<file path="src/rtl/aes_byte_display_if.sv">
`default_nettype none
// ============================================================================
// Module   : aes_byte_display_if
// Brief    : Bus between the AES result source and the byte display stage.
// Revision : 1.0 - initial release
// ============================================================================
interface aes_byte_display_if;
    logic [0:127] dataIn;
    logic         dataValid;
    logic         nextByte;
    logic         autoScan;
    logic [3:0]   byteIdx;
    logic [20:0]  segOut;
    logic         busy;

    modport master (
        output dataIn,
        output dataValid,
        output nextByte,
        output autoScan,
        input  byteIdx,
        input  segOut,
        input  busy
    );

    modport slave (
        input  dataIn,
        input  dataValid,
        input  nextByte,
        input  autoScan,
        output byteIdx,
        output segOut,
        output busy
    );
endinterface
`default_nettype wire

</file>
<file path="src/rtl/aes_byte_display.sv">
`default_nettype none
// ============================================================================
// Module   : aes_byte_display
// Brief    : Steps through the bytes of a captured AES block and shows each one
//            as three decimal seven-segment digits (sequential double-dabble).
// Revision : 1.0 - initial release
// ============================================================================
module aes_byte_display #(
    parameter int SCAN_DIV  = 50000000,
    parameter int NUM_BYTES = 16
) (
    input  logic              clk,
    input  logic              rst_n,
    aes_byte_display_if.slave bus
);

    localparam int                 c_CNT_W     = $clog2(SCAN_DIV);
    localparam logic [c_CNT_W-1:0] c_SCAN_LAST = c_CNT_W'(SCAN_DIV - 1);
    localparam logic [3:0]         c_LAST_IDX  = 4'(NUM_BYTES - 1);
    localparam logic [6:0]         c_BLANK     = 7'h7F;

    typedef enum logic [1:0] {
        S_IDLE   = 2'd0,
        S_SHIFT  = 2'd1,
        S_UPDATE = 2'd2
    } state_t;

    state_t              r_state;
    state_t              w_stateNext;

    logic [0:127]        r_block;
    logic                r_loaded;
    logic [3:0]          r_byteIdx;
    logic [20:0]         r_segOut;
    logic [c_CNT_W-1:0]  r_scanCnt;
    logic [7:0]          r_shift;
    logic [9:0]          r_bcd;     // {hundreds[1:0], tens[3:0], ones[3:0]}
    logic [2:0]          r_step;

    logic                w_tick;
    logic                w_advance;
    logic                w_start;
    logic [3:0]          w_nextIdx;
    logic [6:0]          w_bitBase;
    logic [7:0]          w_startByte;
    logic [3:0]          w_tensAdj;
    logic [3:0]          w_onesAdj;
    logic [3:0]          w_hund;
    logic [3:0]          w_tens;
    logic [3:0]          w_ones;
    logic [6:0]          w_hundSeg;
    logic [6:0]          w_tensSeg;
    logic [6:0]          w_onesSeg;

    function automatic logic [3:0] addThree(input logic [3:0] nib);
        return (nib > 4'd4) ? nib + 4'd3 : nib;
    endfunction

    function automatic logic [6:0] segEncode(input logic [3:0] dig);
        logic [6:0] seg;
        case (dig)
            4'd0:    seg = 7'b1000000;
            4'd1:    seg = 7'b1111001;
            4'd2:    seg = 7'b0100100;
            4'd3:    seg = 7'b0110000;
            4'd4:    seg = 7'b0011001;
            4'd5:    seg = 7'b0010010;
            4'd6:    seg = 7'b0000010;
            4'd7:    seg = 7'b1111000;
            4'd8:    seg = 7'b0000000;
            4'd9:    seg = 7'b0010000;
            default: seg = c_BLANK;
        endcase
        return seg;
    endfunction

    // Advances are only honoured when idle; dataValid pre-empts everything.
    assign w_tick      = bus.autoScan && r_loaded && (r_scanCnt == c_SCAN_LAST);
    assign w_advance   = (bus.nextByte || w_tick) && r_loaded &&
                         (r_state == S_IDLE) && !bus.dataValid;
    assign w_start     = bus.dataValid || w_advance;
    assign w_nextIdx   = (r_byteIdx == c_LAST_IDX) ? 4'd0 : r_byteIdx + 4'd1;
    assign w_bitBase   = {w_nextIdx, 3'b000};
    assign w_startByte = bus.dataValid ? bus.dataIn[0:7] : r_block[w_bitBase +: 8];

    // The hundreds digit never exceeds 2, so it needs no add-3 correction.
    assign w_tensAdj   = addThree(r_bcd[7:4]);
    assign w_onesAdj   = addThree(r_bcd[3:0]);

    assign w_hund      = {2'b00, r_bcd[9:8]};
    assign w_tens      = r_bcd[7:4];
    assign w_ones      = r_bcd[3:0];
    assign w_hundSeg   = (w_hund == 4'd0) ? c_BLANK : segEncode(w_hund);
    assign w_tensSeg   = ((w_hund == 4'd0) && (w_tens == 4'd0)) ? c_BLANK : segEncode(w_tens);
    assign w_onesSeg   = segEncode(w_ones);

    always_ff @(posedge clk or negedge rst_n) begin
        if (!rst_n) begin
            r_state <= S_IDLE;
        end else begin
            r_state <= w_stateNext;
        end
    end

    always_comb begin
        w_stateNext = r_state;
        case (r_state)
            S_IDLE: begin
                if (w_start) begin
                    w_stateNext = S_SHIFT;
                end
            end
            S_SHIFT: begin
                if (r_step == 3'd7) begin
                    w_stateNext = S_UPDATE;
                end
            end
            S_UPDATE: begin
                w_stateNext = S_IDLE;
            end
            default: begin
                w_stateNext = S_IDLE;
            end
        endcase
        if (bus.dataValid) begin
            w_stateNext = S_SHIFT;
        end
    end

    always_ff @(posedge clk or negedge rst_n) begin
        if (!rst_n) begin
            r_block   <= '0;
            r_loaded  <= 1'b0;
            r_byteIdx <= 4'd0;
            r_segOut  <= 21'h1FFFFF;
            r_shift   <= 8'd0;
            r_bcd     <= 10'd0;
            r_step    <= 3'd0;
        end else begin
            if (bus.dataValid) begin
                r_block   <= bus.dataIn;
                r_loaded  <= 1'b1;
                r_byteIdx <= 4'd0;
            end else if (w_advance) begin
                r_byteIdx <= w_nextIdx;
            end

            if (w_start) begin
                r_shift <= w_startByte;
                r_bcd   <= 10'd0;
                r_step  <= 3'd0;
            end else if (r_state == S_SHIFT) begin
                r_bcd   <= {r_bcd[8], w_tensAdj, w_onesAdj, r_shift[7]};
                r_shift <= {r_shift[6:0], 1'b0};
                r_step  <= r_step + 3'd1;
            end

            if ((r_state == S_UPDATE) && !bus.dataValid) begin
                r_segOut <= {w_hundSeg, w_tensSeg, w_onesSeg};
            end
        end
    end

    // A tick dropped while busy still reloads the counter.
    always_ff @(posedge clk or negedge rst_n) begin
        if (!rst_n) begin
            r_scanCnt <= '0;
        end else if (bus.dataValid || !(bus.autoScan && r_loaded)) begin
            r_scanCnt <= '0;
        end else if (r_scanCnt == c_SCAN_LAST) begin
            r_scanCnt <= '0;
        end else begin
            r_scanCnt <= r_scanCnt + 1'b1;
        end
    end

    assign bus.byteIdx = r_byteIdx;
    assign bus.segOut  = r_segOut;
    assign bus.busy    = (r_state != S_IDLE);

endmodule
`default_nettype wire

</file>
<file path="src/flat_wrapper.sv">
// flat-port wrapper written by rule: the top's interface ports become plain ports
module aes_byte_display_flat 
#(
    parameter int SCAN_DIV  = 50000000,
    parameter int NUM_BYTES = 16
)
  (clk, rst_n, bus_dataIn, bus_dataValid, bus_nextByte, bus_autoScan, bus_byteIdx, bus_segOut, bus_busy);
  aes_byte_display_if bus_i ();
  input  logic clk;
  input  logic rst_n;
  input wire logic [$bits(bus_i.dataIn)-1:0] bus_dataIn;
  input wire logic [$bits(bus_i.dataValid)-1:0] bus_dataValid;
  input wire logic [$bits(bus_i.nextByte)-1:0] bus_nextByte;
  input wire logic [$bits(bus_i.autoScan)-1:0] bus_autoScan;
  output wire logic [$bits(bus_i.byteIdx)-1:0] bus_byteIdx;
  output wire logic [$bits(bus_i.segOut)-1:0] bus_segOut;
  output wire logic [$bits(bus_i.busy)-1:0] bus_busy;
  assign bus_i.dataIn = bus_dataIn;
  assign bus_i.dataValid = bus_dataValid;
  assign bus_i.nextByte = bus_nextByte;
  assign bus_i.autoScan = bus_autoScan;
  assign bus_byteIdx = bus_i.byteIdx;
  assign bus_segOut = bus_i.segOut;
  assign bus_busy = bus_i.busy;
  aes_byte_display #(.SCAN_DIV(SCAN_DIV), .NUM_BYTES(NUM_BYTES)) u_core (.clk(clk), .rst_n(rst_n), .bus(bus_i));
endmodule
</file>
<file path="config.mk">
export PLATFORM = sky130hd
export DESIGN_NAME = aes_byte_display_flat
export DESIGN_NICKNAME = d
export VERILOG_FILES = /design/src/rtl/aes_byte_display_if.sv /design/src/rtl/aes_byte_display.sv /design/src/flat_wrapper.sv
export SDC_FILE = /design/constraint.sdc
export NUM_CORES = 1
export LEC_CHECK = 0
export BUFFER_PORTS_ARGS = -buffer_cell sky130_fd_sc_hd__buf_2
export CORE_UTILIZATION = 55
export CTS_CLUSTER_SIZE = 30
export DETAILED_ROUTE_END_ITERATION = 7
export GPL_ROUTABILITY_DRIVEN = 0
export HOLD_SLACK_MARGIN = 0.02
export PLACE_DENSITY_LB_ADDON = 0.05
export SLEW_MARGIN = 10
export SYNTH_ARGS = -nofsm -noshare
export SYNTH_HDL_FRONTEND = slang
export SYNTH_SLANG_ARGS = --single-unit
</file>
<file path="constraint.sdc">
create_clock -name clk -period 3.2 [get_ports clk]
set_input_delay 0.16 -clock clk [delete_from_list [all_inputs] [get_ports clk]]
set_output_delay 0.16 -clock clk [all_outputs]
set_load 0.1 [all_outputs]
</file>
==> summary.md <==
| Metric | Value |
|---|---|
| Ys flop type | `dfrtp_1` |
| Clk slew on worst S/H paths | `about 60 ps` |
| Share of cells above drive strength 1 | `37.7%` |
| Post-synth top area cell | `dfrtp_1` |
| Root Driver | `clkbuf_16` |
| Initial core utilization | `57.0%` |
| TritonCTS clock tree | `built` |
| Area Overhead vs Synth | `31.5%` |
| Required time worst endpoint | `3590 ps` |
| H-tree depth | `1` |
| Distinct cell type count after synthesis | `53` |
| Clk pwr share | `38.7%` |
| CTS buffer count | `22` |
| CP startpoint kind | `flip-flop` |
| Reg area | `5080 µm²` |
| Iteration-0 DRC count of the detailed router | `a little under 400` |
| Setup TNS | `0 ps` |
| Row count | `47` |
| Fin crit period | `between 2000 and 3000 ps` |
| First-pass GRT wire length | `38800 µm` |
| Worst r2r path cells | `7` |
| Dpl ws | `622 ps` |
| Width of the chip | `approximately 130 µm` |
| Int Pwr | `0.00463 W` |
| I/O Buffers | `roughly 160` |
| Sequential power share | `46.9%` |
| Post-Route WL | `23800 µm` |
| Static leakage | `about 5.5 nW` |
| Power share of the combinational group | `14.4%` |
| Class of the most critical setup path | `reg -> reg` |
| Die H | `134 µm` |
| Final core utilization | `roughly three quarters` |
| Syn Inst Count | `742` |
| R2R setup slack | `600 ps` |
| Core Region | `16800 µm²` |
| Vias in the first global route | `between 7000 and 8000` |
| VDD IR-drop max | `429 µV` |
| Commonest cells in the netlist | `dfrtp_1 (182), mux2_2 (127), nor2_1 (42)` |
| Clock Path Buffers | `3` |
| Final setup vio count | `0` |
| Nets | `1171` |
| Mapped Nets | `around 900` |
| Hold Crit Depth | `4` |
| Via Count | `between 7000 and 8000` |
| Remaining Overflow, GRT | `0` |
| Yosys warning total | `0` |
| Layout filler cell count | `1084` |
| Final hold violation count | `0` |
| TritonCTS Sinks | `202` |
| Critical Path Fanout Max | `19` |
| Clock Skews | `between 20 and 25 ps` |
| Via/cell ratio | `roughly 5.8` |
| Slew @ Worst Pin | `832 ps` |
| Netlist Area Pre-Place | `around 9600 µm²` |
| Post-synth top area share | `between 40% and 50%` |
| Dpl hpwl | `about 15000 µm` |
| Pwr Density | `488 nW/µm²` |
| Avg Cell Area, Syn | `12.9 µm²` |
| Number of max-cap violations | `0` |
| Arr. time, crit path | `2990 ps` |
| Wire per inst | `19.0 µm` |
| Router iterations before antenna repair | `5` |
| Crit. End Element | `flip-flop` |
| Initial antenna violation count | `0` |
| Seq/Total Area, Yosys | `53.1%` |
| GRT Util Overall | `around 28%` |
| Worst-skew pair later-pin latency | `roughly 510 ps` |
| Fin. max-slew vios | `0` |
| Hold Path Class | `in -> reg` |
| Antenna cell count | `0` |
| Maximum operating frequency | `385 MHz` |
| Pin count of the biggest net entering global routing | `101` |
| NetSw | `approximately 0.0015 W` |
| Post-DRT Antenna Nets | `0` |
| Most numerous cell in the Yosys netlist | `dfrtp_1` |
| Die area | `about 18000 µm²` |
| Status | `finished, final reports clean` |
| Final worst slack | `602 ps` |
| Post-CTS Setup Bufs | `0` |
| FF+latch count, synth | `202` |
| Footprint of the multi-input gates | `4230 µm²` |
| Relative slew slack | `about 45%` |
| Number of remaining DRC errors | `0` |
| Synth top area cells | `dfrtp_1 (48%), mux2_2 (15%), mux4_2 (7.1%)` |
| Final period util | `81.2%` |
| Number of synthesized flops with an enable pin | `0` |
| Switching share of power | `about a quarter` |
| RSZ-0062 raised after global routing | `false` |
| I/O pins | `159` |
| Ys async rst share | `100%` |
worst paths after layout:
kind | end | from
min in group asynchronous | u_core.r_scanCnt[21]$_DFF_PN0_ | rst_n
max in group asynchronous | u_core.bus.segOut[17]$_DFFE_PN1P_ | rst_n
worst max-delay path | u_core.r_shift[6]$_DFFE_PN0P_ | u_core.bus.byteIdx[1]$_DFFE_PN0P_
worst max register to register | u_core.r_shift[6]$_DFFE_PN0P_ | u_core.bus.byteIdx[1]$_DFFE_PN0P_
worst min register to register | u_core.bus.segOut[5]$_DFFE_PN1P_ | u_core.bus.segOut[5]$_DFFE_PN1P_
worst min-delay path | u_core.bus.byteIdx[1]$_DFFE_PN0P_ | bus_nextByte
critical path, stage by stage, from the launching register on:
cell and delay [ps]:
dfrtp_1 420, ha_2 280, a31oi_4 550, buf_12 250, mux4_2 310, mux4_2 470, nand4_1 110, nand3_1 80
sequential cells by signal (all words and copies together) (netlist names):
signal              count
u_core.bus.byteIdx      4
u_core.r_loaded         1
u_core.r_scanCnt       26
u_core.r_shift          8
u_core.r_bcd           10
u_core.bus.segOut      20
u_core.r_step           3
u_core.r_state          2
u_core.r_block        128
kinds of logic (layout without fill, tap and decap cells):
group | count (synthesis) | after routing | synth area share, %
buffers and inverters | 62 | 358 | 2.78
AOI/OAI and AO/OA | 105 | 105 | 7.40
xor gates and xnor gates | 25 | 25 | 2.49
and+or+nand+nor | 154 | 154 | 7.92
muxes | 180 | 180 | 24.4
DFF | 202 | 202 | 53.1
adders and majority gates | 14 | 14 | 1.83
power groups by stage:
stage | clock network (W) | logic (W) | registers [W]
2_1_floorplan | 0 | 0.000486 | 0.00288
3_3_place_gp | 0 | 0.000727 | 0.00291
3_5_place_dp | 0 | 0.000752 | 0.00291
4_1_cts | 0.00242 | 0.000878 | 0.00287
5_1_grt | 0.00252 | 0.000961 | 0.00289
6_report | 0.00238 | 0.000884 | 0.00288
cell usage in the layout, fill, tap and decap left out, types with 3 or more instances in the layout:
master,count
dfrtp_1,182
buf_2,156
dlygate4sd3_1,130
mux2_2,127
nor2_1,42
nand2_1,41
mux4_2,30
o21ai_0,25
mux2i_1,23
clkbuf_16,22
a21oi_1,21
dfstp_2,20
inv_1,19
a22o_1,14
xor2_1,14
nand4_1,13
nor3_1,13
ha_1,13
nand3_1,11
xnor2_1,10
buf_4,9
o31ai_1,7
clkbuf_1,7
and3_1,6
o22ai_1,6
a31oi_1,6
clkbuf_8,6
a221o_1,5
or3_1,5
and2_1,4
a221oi_1,3
a31o_2,3
nand2b_1,3
o22a_1,3
nor4_1,3
a21o_1,3
clkinv_2,3
buf_12,3
layer usage:
metal	vias up	global-route usage [%]	share of wire [%]
met5	-	0	0
met4	0	9.09	3.0
met3	57	3.55	5.1
met2	254	47.3	50
met1	3636	36.8	42
li1	3288	-	-
cell type report:
class / instances / share of cell area, %
clock buffers: 34 / 5.14
clock inverters: 4 / 0.249
inverters: 20 / 0.597
multi-input cells: 478 / 33.6
flip-flops and latches: 202 / 40.4
well taps: 220 / 2.19
repair buffers: 300 / 17.8
what timing repair did:
item | 4_1_cts | 5_1_grt
endpoints found under the hold margin | 229 | 0
endpoints found under the setup margin | 0 | 0
hold buffers | 130 | 0
resized for setup | 0 | 0
per-stage QoR:
stage / hold WS [ps] / instances / total power [W] / area (µm²)
2_1_floorplan: -136 / 742 / 0.00337 / 9560
6_report: 172 / 1258 / 0.00614 / 12600
5_1_grt: 188 / 1258 / 0.00638 / 12600
4_1_cts: 148 / 1258 / 0.00617 / 12600
3_5_place_dp: 306 / 1090 / 0.00367 / 10600
3_3_place_gp: 294 / 1090 / 0.00363 / 10600
Note: power is estimated with default switching activity, not from simulation.
